==> config.mk <==
export PLATFORM = sky130hd
export DESIGN_NAME = seq_restoring_divider
export DESIGN_NICKNAME = d
export VERILOG_FILES = /design/src/rtl/seq_restoring_divider.sv
export SDC_FILE = /design/constraint.sdc
export NUM_CORES = 1
export LEC_CHECK = 0
export CAP_MARGIN = 20
export CORE_MARGIN = 1.5
export CORE_UTILIZATION = 40
export CTS_CLUSTER_SIZE = 40
export DETAILED_ROUTE_END_ITERATION = 10
export DONT_BUFFER_PORTS = 1
export SLEW_MARGIN = 10
export SYNTH_ARGS = -nofsm -noshare
export SYNTH_HDL_FRONTEND = slang
export SYNTH_SLANG_ARGS = --single-unit
==> constraint.sdc <==
create_clock -name clk -period 5.35 [get_ports clk]
set_input_delay 1.07 -clock clk [delete_from_list [all_inputs] [get_ports clk]]
set_output_delay 1.07 -clock clk [all_outputs]
set_load 0.1 [all_outputs]
==> src/rtl/seq_restoring_divider.sv <==
// Sequential restoring divider: one quotient bit per clock, start/done handshake.
// Define SIGNED_DIV_EN for two's-complement operands (truncating quotient, remainder
// takes the dividend's sign).
module seq_restoring_divider #(
    parameter int unsigned WIDTH = 8
) (
    input  logic             clk,
    input  logic             rst,
    input  logic             start,
    input  logic [0:WIDTH-1] dividend,
    input  logic [0:WIDTH-1] divisor,
    output logic             busy,
    output logic             done,
    output logic [0:WIDTH-1] quotient,
    output logic [0:WIDTH-1] remainder,
    output logic             div_by_zero
);

    localparam int unsigned CntW = $clog2(WIDTH + 1);
    localparam logic [WIDTH+1:0] SumOne = 1;

    typedef enum logic [1:0] {StIdle, StRun, StFin} state_e;

    state_e            state_q, state_d;
    logic [CntW-1:0]   count_q, count_d;
    // Stored partial remainder is always below the divisor, so WIDTH bits suffice;
    // the trial subtract itself runs at WIDTH+1 bits on the shifted value.
    logic [WIDTH-1:0]  part_q, part_d;
    // Dividend bits shift out of the top while quotient bits shift in at the bottom.
    logic [WIDTH-1:0]  shreg_q, shreg_d;
    logic [WIDTH-1:0]  dsr_q, dsr_d;
    logic [WIDTH-1:0]  quot_q, quot_d;
    logic [WIDTH-1:0]  rem_q, rem_d;
    logic              dbz_q, dbz_d;
    logic              done_q, done_d;
    logic              busy_q, busy_d;

    logic [WIDTH-1:0]  dvd, dvs;
    logic [WIDTH:0]    shifted;
    logic [WIDTH+1:0]  sum;
    logic              carry;
    logic [WIDTH-1:0]  part_next;
    logic [WIDTH-1:0]  quot_raw;
    logic [WIDTH-1:0]  quot_fin, rem_fin;
    logic [WIDTH-1:0]  dvd_mag, dvs_mag;
    logic              unused_sum_msb;

    assign dvd = dividend;
    assign dvs = divisor;

`ifdef SIGNED_DIV_EN
    logic neg_quo_q, neg_quo_d;
    logic neg_rem_q, neg_rem_d;

    function automatic logic [WIDTH-1:0] mag(input logic [WIDTH-1:0] x);
        return x[WIDTH-1] ? (~x) + WIDTH'(1) : x;
    endfunction
`endif

    // Trial subtract: shifted + ~{0,divisor} + 1; carry-out means no borrow.
    always_comb begin
        shifted   = {part_q, shreg_q[WIDTH-1]};
        sum       = {1'b0, shifted} + {1'b0, ~{1'b0, dsr_q}} + SumOne;
        carry     = sum[WIDTH+1];
        part_next = carry ? sum[WIDTH-1:0] : shifted[WIDTH-1:0];
        quot_raw  = {shreg_q[WIDTH-2:0], carry};
`ifdef SIGNED_DIV_EN
        dvd_mag   = mag(dvd);
        dvs_mag   = mag(dvs);
        quot_fin  = neg_quo_q ? (~quot_raw) + WIDTH'(1) : quot_raw;
        rem_fin   = neg_rem_q ? (~part_next) + WIDTH'(1) : part_next;
`else
        dvd_mag   = dvd;
        dvs_mag   = dvs;
        quot_fin  = quot_raw;
        rem_fin   = part_next;
`endif
    end

    // Top sum bit is zero whenever the trial result is kept (result < divisor).
    assign unused_sum_msb = sum[WIDTH];

    always_comb begin
        state_d = state_q;
        count_d = count_q;
        part_d  = part_q;
        shreg_d = shreg_q;
        dsr_d   = dsr_q;
        quot_d  = quot_q;
        rem_d   = rem_q;
        dbz_d   = dbz_q;
        done_d  = 1'b0;
        busy_d  = 1'b0;
`ifdef SIGNED_DIV_EN
        neg_quo_d = neg_quo_q;
        neg_rem_d = neg_rem_q;
`endif
        case (state_q)
            StIdle, StFin: begin
                if (state_q == StFin) begin
                    state_d = StIdle;
                end
                if (start) begin
                    if (dvs == '0) begin
                        state_d = StFin;
                        done_d  = 1'b1;
                        quot_d  = '1;
                        rem_d   = dvd;
                        dbz_d   = 1'b1;
                    end else begin
                        state_d = StRun;
                        busy_d  = 1'b1;
                        part_d  = '0;
                        count_d = CntW'(WIDTH);
                        shreg_d = dvd_mag;
                        dsr_d   = dvs_mag;
`ifdef SIGNED_DIV_EN
                        neg_quo_d = dvd[WIDTH-1] ^ dvs[WIDTH-1];
                        neg_rem_d = dvd[WIDTH-1];
`endif
                    end
                end
            end
            StRun: begin
                part_d  = part_next;
                shreg_d = quot_raw;
                count_d = count_q - CntW'(1);
                if (count_q == CntW'(1)) begin
                    state_d = StFin;
                    done_d  = 1'b1;
                    quot_d  = quot_fin;
                    rem_d   = rem_fin;
                    dbz_d   = 1'b0;
                end else begin
                    busy_d  = 1'b1;
                end
            end
            default: state_d = StIdle;
        endcase
    end

    always_ff @(posedge clk) begin
        if (rst) begin
            state_q <= StIdle;
            count_q <= '0;
            part_q  <= '0;
            shreg_q <= '0;
            dsr_q   <= '0;
            quot_q  <= '0;
            rem_q   <= '0;
            dbz_q   <= 1'b0;
            done_q  <= 1'b0;
            busy_q  <= 1'b0;
`ifdef SIGNED_DIV_EN
            neg_quo_q <= 1'b0;
            neg_rem_q <= 1'b0;
`endif
        end else begin
            state_q <= state_d;
            count_q <= count_d;
            part_q  <= part_d;
            shreg_q <= shreg_d;
            dsr_q   <= dsr_d;
            quot_q  <= quot_d;
            rem_q   <= rem_d;
            dbz_q   <= dbz_d;
            done_q  <= done_d;
            busy_q  <= busy_d;
`ifdef SIGNED_DIV_EN
            neg_quo_q <= neg_quo_d;
            neg_rem_q <= neg_rem_d;
`endif
        end
    end

    assign busy        = busy_q;
    assign done        = done_q;
    assign quotient    = quot_q;
    assign remainder   = rem_q;
    assign div_by_zero = dbz_q;

endmodule
# Word-level counts from Yosys, hierarchy flattened
# Cells that the tools add are included.
dict set report totals {
  ff_bits 49
  out_inout_bits 19
  elab_cells 66
}
dict set report op_classes {
  add_sub_neg 3
  eq_ne 8
  mux 35
  bitwise 2
  n_reduce_logical 8
}
# op n
set op_table {}
lappend op_table {{two-way mux 8 bit} 11}
lappend op_table {{one-hot mux 8 bit (2 select lines)} 4}
lappend op_table {{adder 10 x 1 -> 10 bit (second input constant)} 1}
lappend op_table {{adder 9 x 9 -> 10 bit} 1}
lappend op_table {{two-way mux 1 bit} 9}
lappend op_table {{inverter 8 -> 9 bit} 1}
lappend op_table {{zero test 8 bit} 1}
lappend op_table {{two-way mux 2 bit} 4}
lappend op_table {{two-way mux 4 bit} 2}
lappend op_table {{!= test 2 bit (second input constant)} 4}
lappend op_table {{one-hot mux 4 bit (2 select lines)} 1}
lappend op_table {{one-hot mux 1 bit (2 select lines)} 3}
lappend op_table {{AND reduction 3 bit} 2}
lappend op_table {{== test 4 x 1 -> 1 bit (second input constant)} 1}
lappend op_table {{one-hot mux 2 bit (2 select lines)} 1}
lappend op_table {{AND reduction 4 bit} 1}
lappend op_table {{subtractor 4 x 1 -> 4 bit (second input constant)} 1}
lappend op_table {{!= test 3 bit (second input constant)} 1}
lappend op_table {{== test 2 x 1 -> 1 bit (second input constant)} 1}
lappend op_table {{== test 2 bit (second input constant)} 1}
lappend op_table {{zero test 2 bit} 1}
lappend op_table {{AND reduction 2 bit} 1}
lappend op_table {{nonzero test 2 bit} 1}
lappend op_table {{OR reduction 2 bit} 1}
lappend op_table {{inverter 1 bit} 1}

# Logic depth before layout (Yosys ltp)
dict set report depth {
  ltp_word 6
  depth_mapped 10
  mapped_depth_nobuf 10
}

# Worst setup path before layout
# No wires, ideal clock.
dict set report synth_path {
  path_type {input -> register}
  from {input divisor[6] in the netlist's numbering}
  to {register rem_q[4] (netlist: remainder[3])}
  setup_time_ns 0.091
  t_arrival_ns 2.327
  slack_ns 2.932
  stages 6
  cell_sequence {nor4_1 > nand2_1 > o21ai_2 > buf_4 > nor2_1 > a311oi_1}
}
dict set report synth_between {
  elab_chain_cells 3
}
# item line
set synth_rtl {}
lappend synth_rtl {{from (decl)} 11} ;# input logic [0:WIDTH-1] divisor,
lappend synth_rtl {{zero test 8 bit} 104} ;# if (dvs == '0) begin
lappend synth_rtl {{!= test 2 bit (no line)} -}
lappend synth_rtl {{AND reduction 4 bit (no line)} -}
lappend synth_rtl {{to (signal assigned)} 165} ;# rem_q <= rem_d;
lappend synth_rtl {{to (decl)} 33} ;# logic [WIDTH-1:0] rem_q, rem_d;
# No other way between the ends.
# A chain may end at the register's enable or synchronous reset.

# Final worst setup path
dict set report layout_path {
  from {input divisor[6] in the netlist's numbering}
  to {register rem_q[6] (netlist: remainder[1])}
}
# Same word-level chain as after synthesis.

==> summary.md <==
| Metric | Value |
|---|---|
| Power Dens Cells | `361 mW/mm^2` |
| Gr ovfl total | `0` |
| Routability cong. | `0.783` |
| Max VDD drop | `0.000122 V` |
| Initial core utilization | `0.413` |
| Final std cells w/o fill | `368` |
| Post-synth EDFFs | `0` |
| Worst Path Class, Setup | `in2reg` |
| Slew Viols, Final | `0` |
| Area of the multi-input gates | `0.00133 mm^2` |
| Arrival time worst endpoint | `2.72 ns` |
| Reg clk slew, reported paths | `0.10 ns` |
| Gates resized, CTS repair | `0` |
| Compound-gate portion of the synthesized area | `0.249` |
| I/O Buffers | `0` |
| Area delta synth->final | `5.71%` |
| Yosys warns | `0` |
| Area leader, netlist | `dfxtp_1` |
| Synth area leaders | `dfxtp_1 (40%), nand2_1 (7.7%), nor2_1 (5.7%)` |
| RSZ-0062 raised after global routing | `no` |
| Simple-gate area share of the yosys netlist | `0.227` |
| Placed Cells | `359` |
| Final clock skew | `0.00650 ns` |
| Min cycle time layout | `2.55 ns` |
| FFs w/ async S/R, synth | `0` |
| Worst path bufs/invs | `0` |
| Post-synthesis sequential area ratio | `0.403` |
| CTS Hold Bufs | `0` |
| Filler cells | `615` |
| Routed Wire Length | `5.90 mm` |
| # rows | `28` |
| I/O pin count | `38` |
| Max Fanout on Critical Path | `11` |
| XOR/XNOR Fraction of Synth Area | `0.00721` |
| Slew HR | `0.328` |
| Iteration-0 DRC Markers | `119` |
| Root Driver | `clkbuf_8` |
| Mapped Cells | `298` |
| Register area | `981 um^2` |
| Core area | `0.00589 mm^2` |
| WP data required | `5.52 ns` |
| Worst Hold End | `dsr_q[5]$_SDFFE_PP0P_` |
| Nets@finish | `322` |
| Initial antenna violation count | `0` |
| Worst path max stage delay | `0.64 ns` |
| Overall global routing resource usage | `0.188` |
| Final setup TNS | `0 ns` |
| Final setup fails | `0` |
| Mapped Nets | `328` |
| Fraction of layout cells with a size suffix above 1 | `0.0887` |
| CP max-delay cell | `nor2_1` |
| Clock tree buffer depth | `2` |
| Min-delay worst type | `reg2reg` |
| Via count | `2019` |
| First-pass GRT wire length | `9.21 mm` |
| Status | `finished, final reports clean` |
| Die area | `0.00655 mm^2` |
| Die Ht | `81.0 um` |
| Synth Area in Adders | `0.0597` |
| Commonest non-fill, non-tap cell in the layout | `nand2_1` |
| Cts bufs inserted | `5` |
| Post-CTS Setup Repair Bufs | `0` |
| Ys flop type | `dfxtp_1` |
| TritonRoute pass-1 iters | `4` |
| Share of the synthesized area in the top cell type | `0.403` |
| Hold Crit Depth | `2` |
| Detail Route Antenna Nets | `0` |
| Main combinational cell family by area after synthesis | `compound AO/OA/AOI/OAI gates` |
| Dpl hpwl | `4.13 mm` |
| Critical-path cell list | `nor4_1 > nand2_1 > nor2_1 > a21oi_1 > o21ai_0 > a31oi_1` |
| Drt wl/cell | `16.0 um` |
| Final hold vios | `0` |
| Slew @ Worst Pin | `1.01 ns` |
| Reg-to-Reg Start | `dsr_q[6]$_SDFFE_PP0P_` |
| Startpoint Class | `primary input` |
| Via density | `5.49` |
| Peak Freq | `392 MHz` |
| Most frequent cells in the layout | `nand2_1 (50), dfxtp_1 (49), nor2_1 (37), a21oi_1 (25), nor3_1 (18)` |
| Max-cap viol count | `0` |
| Largest net degree at the start of global routing | `51` |
| Hold path startpoint | `dsr_q[5]$_SDFFE_PP0P_` |
| Netlist cell types | `46` |
| Critical R2R Capture | `remainder[3]$_SDFFE_PP0P_` |
| Fin crit share | `0.477` |
| CP delay by family, top | `simple AND/OR/NAND/NOR gates` |
| Synthesized flop and latch total | `49` |
| Worst Setup End Kind | `flip-flop` |
| Vias in the first global route | `1844` |
| Worst R2R Setup Slack | `2.97 ns` |
| CTS Sinks | `49` |
| H-tree depth | `2` |
| Mapped Area | `0.00243 mm^2` |
| Drt drc | `0` |
| Latest clock arrival within the worst-skew pair | `0.31 ns` |
| CTS tree | `built` |
| Antenna cells | `0` |
| Reg2Reg Depth | `8` |
| Die width | `81.0 um` |
| Post-synthesis mux area share | `0.00412` |
| Leak | `0.000943 uW` |
| Post-synthesis area per instance | `8.16 um^2` |
[worst max path at each step]
| stage | from | endpoint | slack, ns | depth (start not counted) |
|---|---|---|---|---|
| floorplan | divisor[6] | remainder[3]$_SDFFE_PP0P_ | 2.93 | 6 |
| detailed placement | divisor[6] | remainder[1]$_SDFFE_PP0P_ | 2.45 | 6 |
| global route | divisor[6] | remainder[1]$_SDFFE_PP0P_ | 2.57 | 6 |
| finish | divisor[6] | remainder[1]$_SDFFE_PP0P_ | 2.80 | 6 |
| CTS | divisor[6] | remainder[1]$_SDFFE_PP0P_ | 2.79 | 6 |
| global placement | divisor[6] | remainder[1]$_SDFFE_PP0P_ | 2.44 | 6 |
[flip-flops by register name, indices dropped and copies added (netlist names)]
register / count
dsr_q: 8
part_q: 8
quotient: 8
remainder: 8
shreg_q: 8
count_q: 4
state_q: 2
busy: 1
div_by_zero: 1
done: 1
[worst min-delay path: stages (launching register included)]
cell and delay [ns]:
dfxtp_1 0.32, nand2_1 0.05, a21oi_1 0.05
[final cells by class]
type,count,area share
clock buffers,5,0.0268
clock inverters,3,0.00828
inverters,14,0.0204
multi-input cells,220,0.518
flip-flops and latches,49,0.382
well taps,75,0.0365
repair buffers,2,0.00876
[cell usage after synthesis, drive strengths merged (3+ instances only)]
library cell,number
a311oi,15
a21oi,26
o21a,4
a31oi,7
nor2,39
a211oi,5
ha,10
nand3,3
clkbuf,10
nand2,52
o21ai,10
inv,14
nor2b,4
o211ai,3
dfxtp,49
nor3,18
buf,5
[per-stage QoR]
stage               cell area (um^2)  hold slack, ns  total power (uW)   util  worst slack (ns)
floorplan                       2430           0.436               659      -              2.93
global placement                2460           0.438               702  0.419              2.44
detailed placement              2460           0.441               706  0.419              2.45
CTS                             2550           0.454               932  0.434              2.79
global route                    2570           0.469               984  0.437              2.57
finish                          2570           0.452               929  0.437              2.80
[where the power goes]
group	switching, uW	internal (uW)	leakage, uW
Clock	136	93.1	0.0000445
Sequential	55.1	391	0.000400
Combinational	155	98.8	0.000498
Total	346	583	0.000943
[metal layers]
metal | global-route usage | routed length (um) | part of all wire | up-vias
met2 | 0.301 | 2670 | 0.45 | 42
met4 | 0.0569 | 71 | 0.012 | 0
li1 | - | - | - | 1045
met1 | 0.245 | 2780 | 0.47 | 926
met3 | 0.0539 | 375 | 0.064 | 6
met5 | 0 | 0 | 0 | -
[cell families (layout without fill, tap and decap cells)]
logic type | count (synthesis) | after routing
AND/OR/NAND/NOR | 124 | 124
buffers and inverters | 29 | 24
XOR/XNOR | 2 | 2
AO/OA/AOI/OAI | 82 | 82
flip-flops | 49 | 49
multiplexers | 1 | 1
adder cells (fa/ha/maj) | 11 | 11
Power figures use the tool's default switching activity.
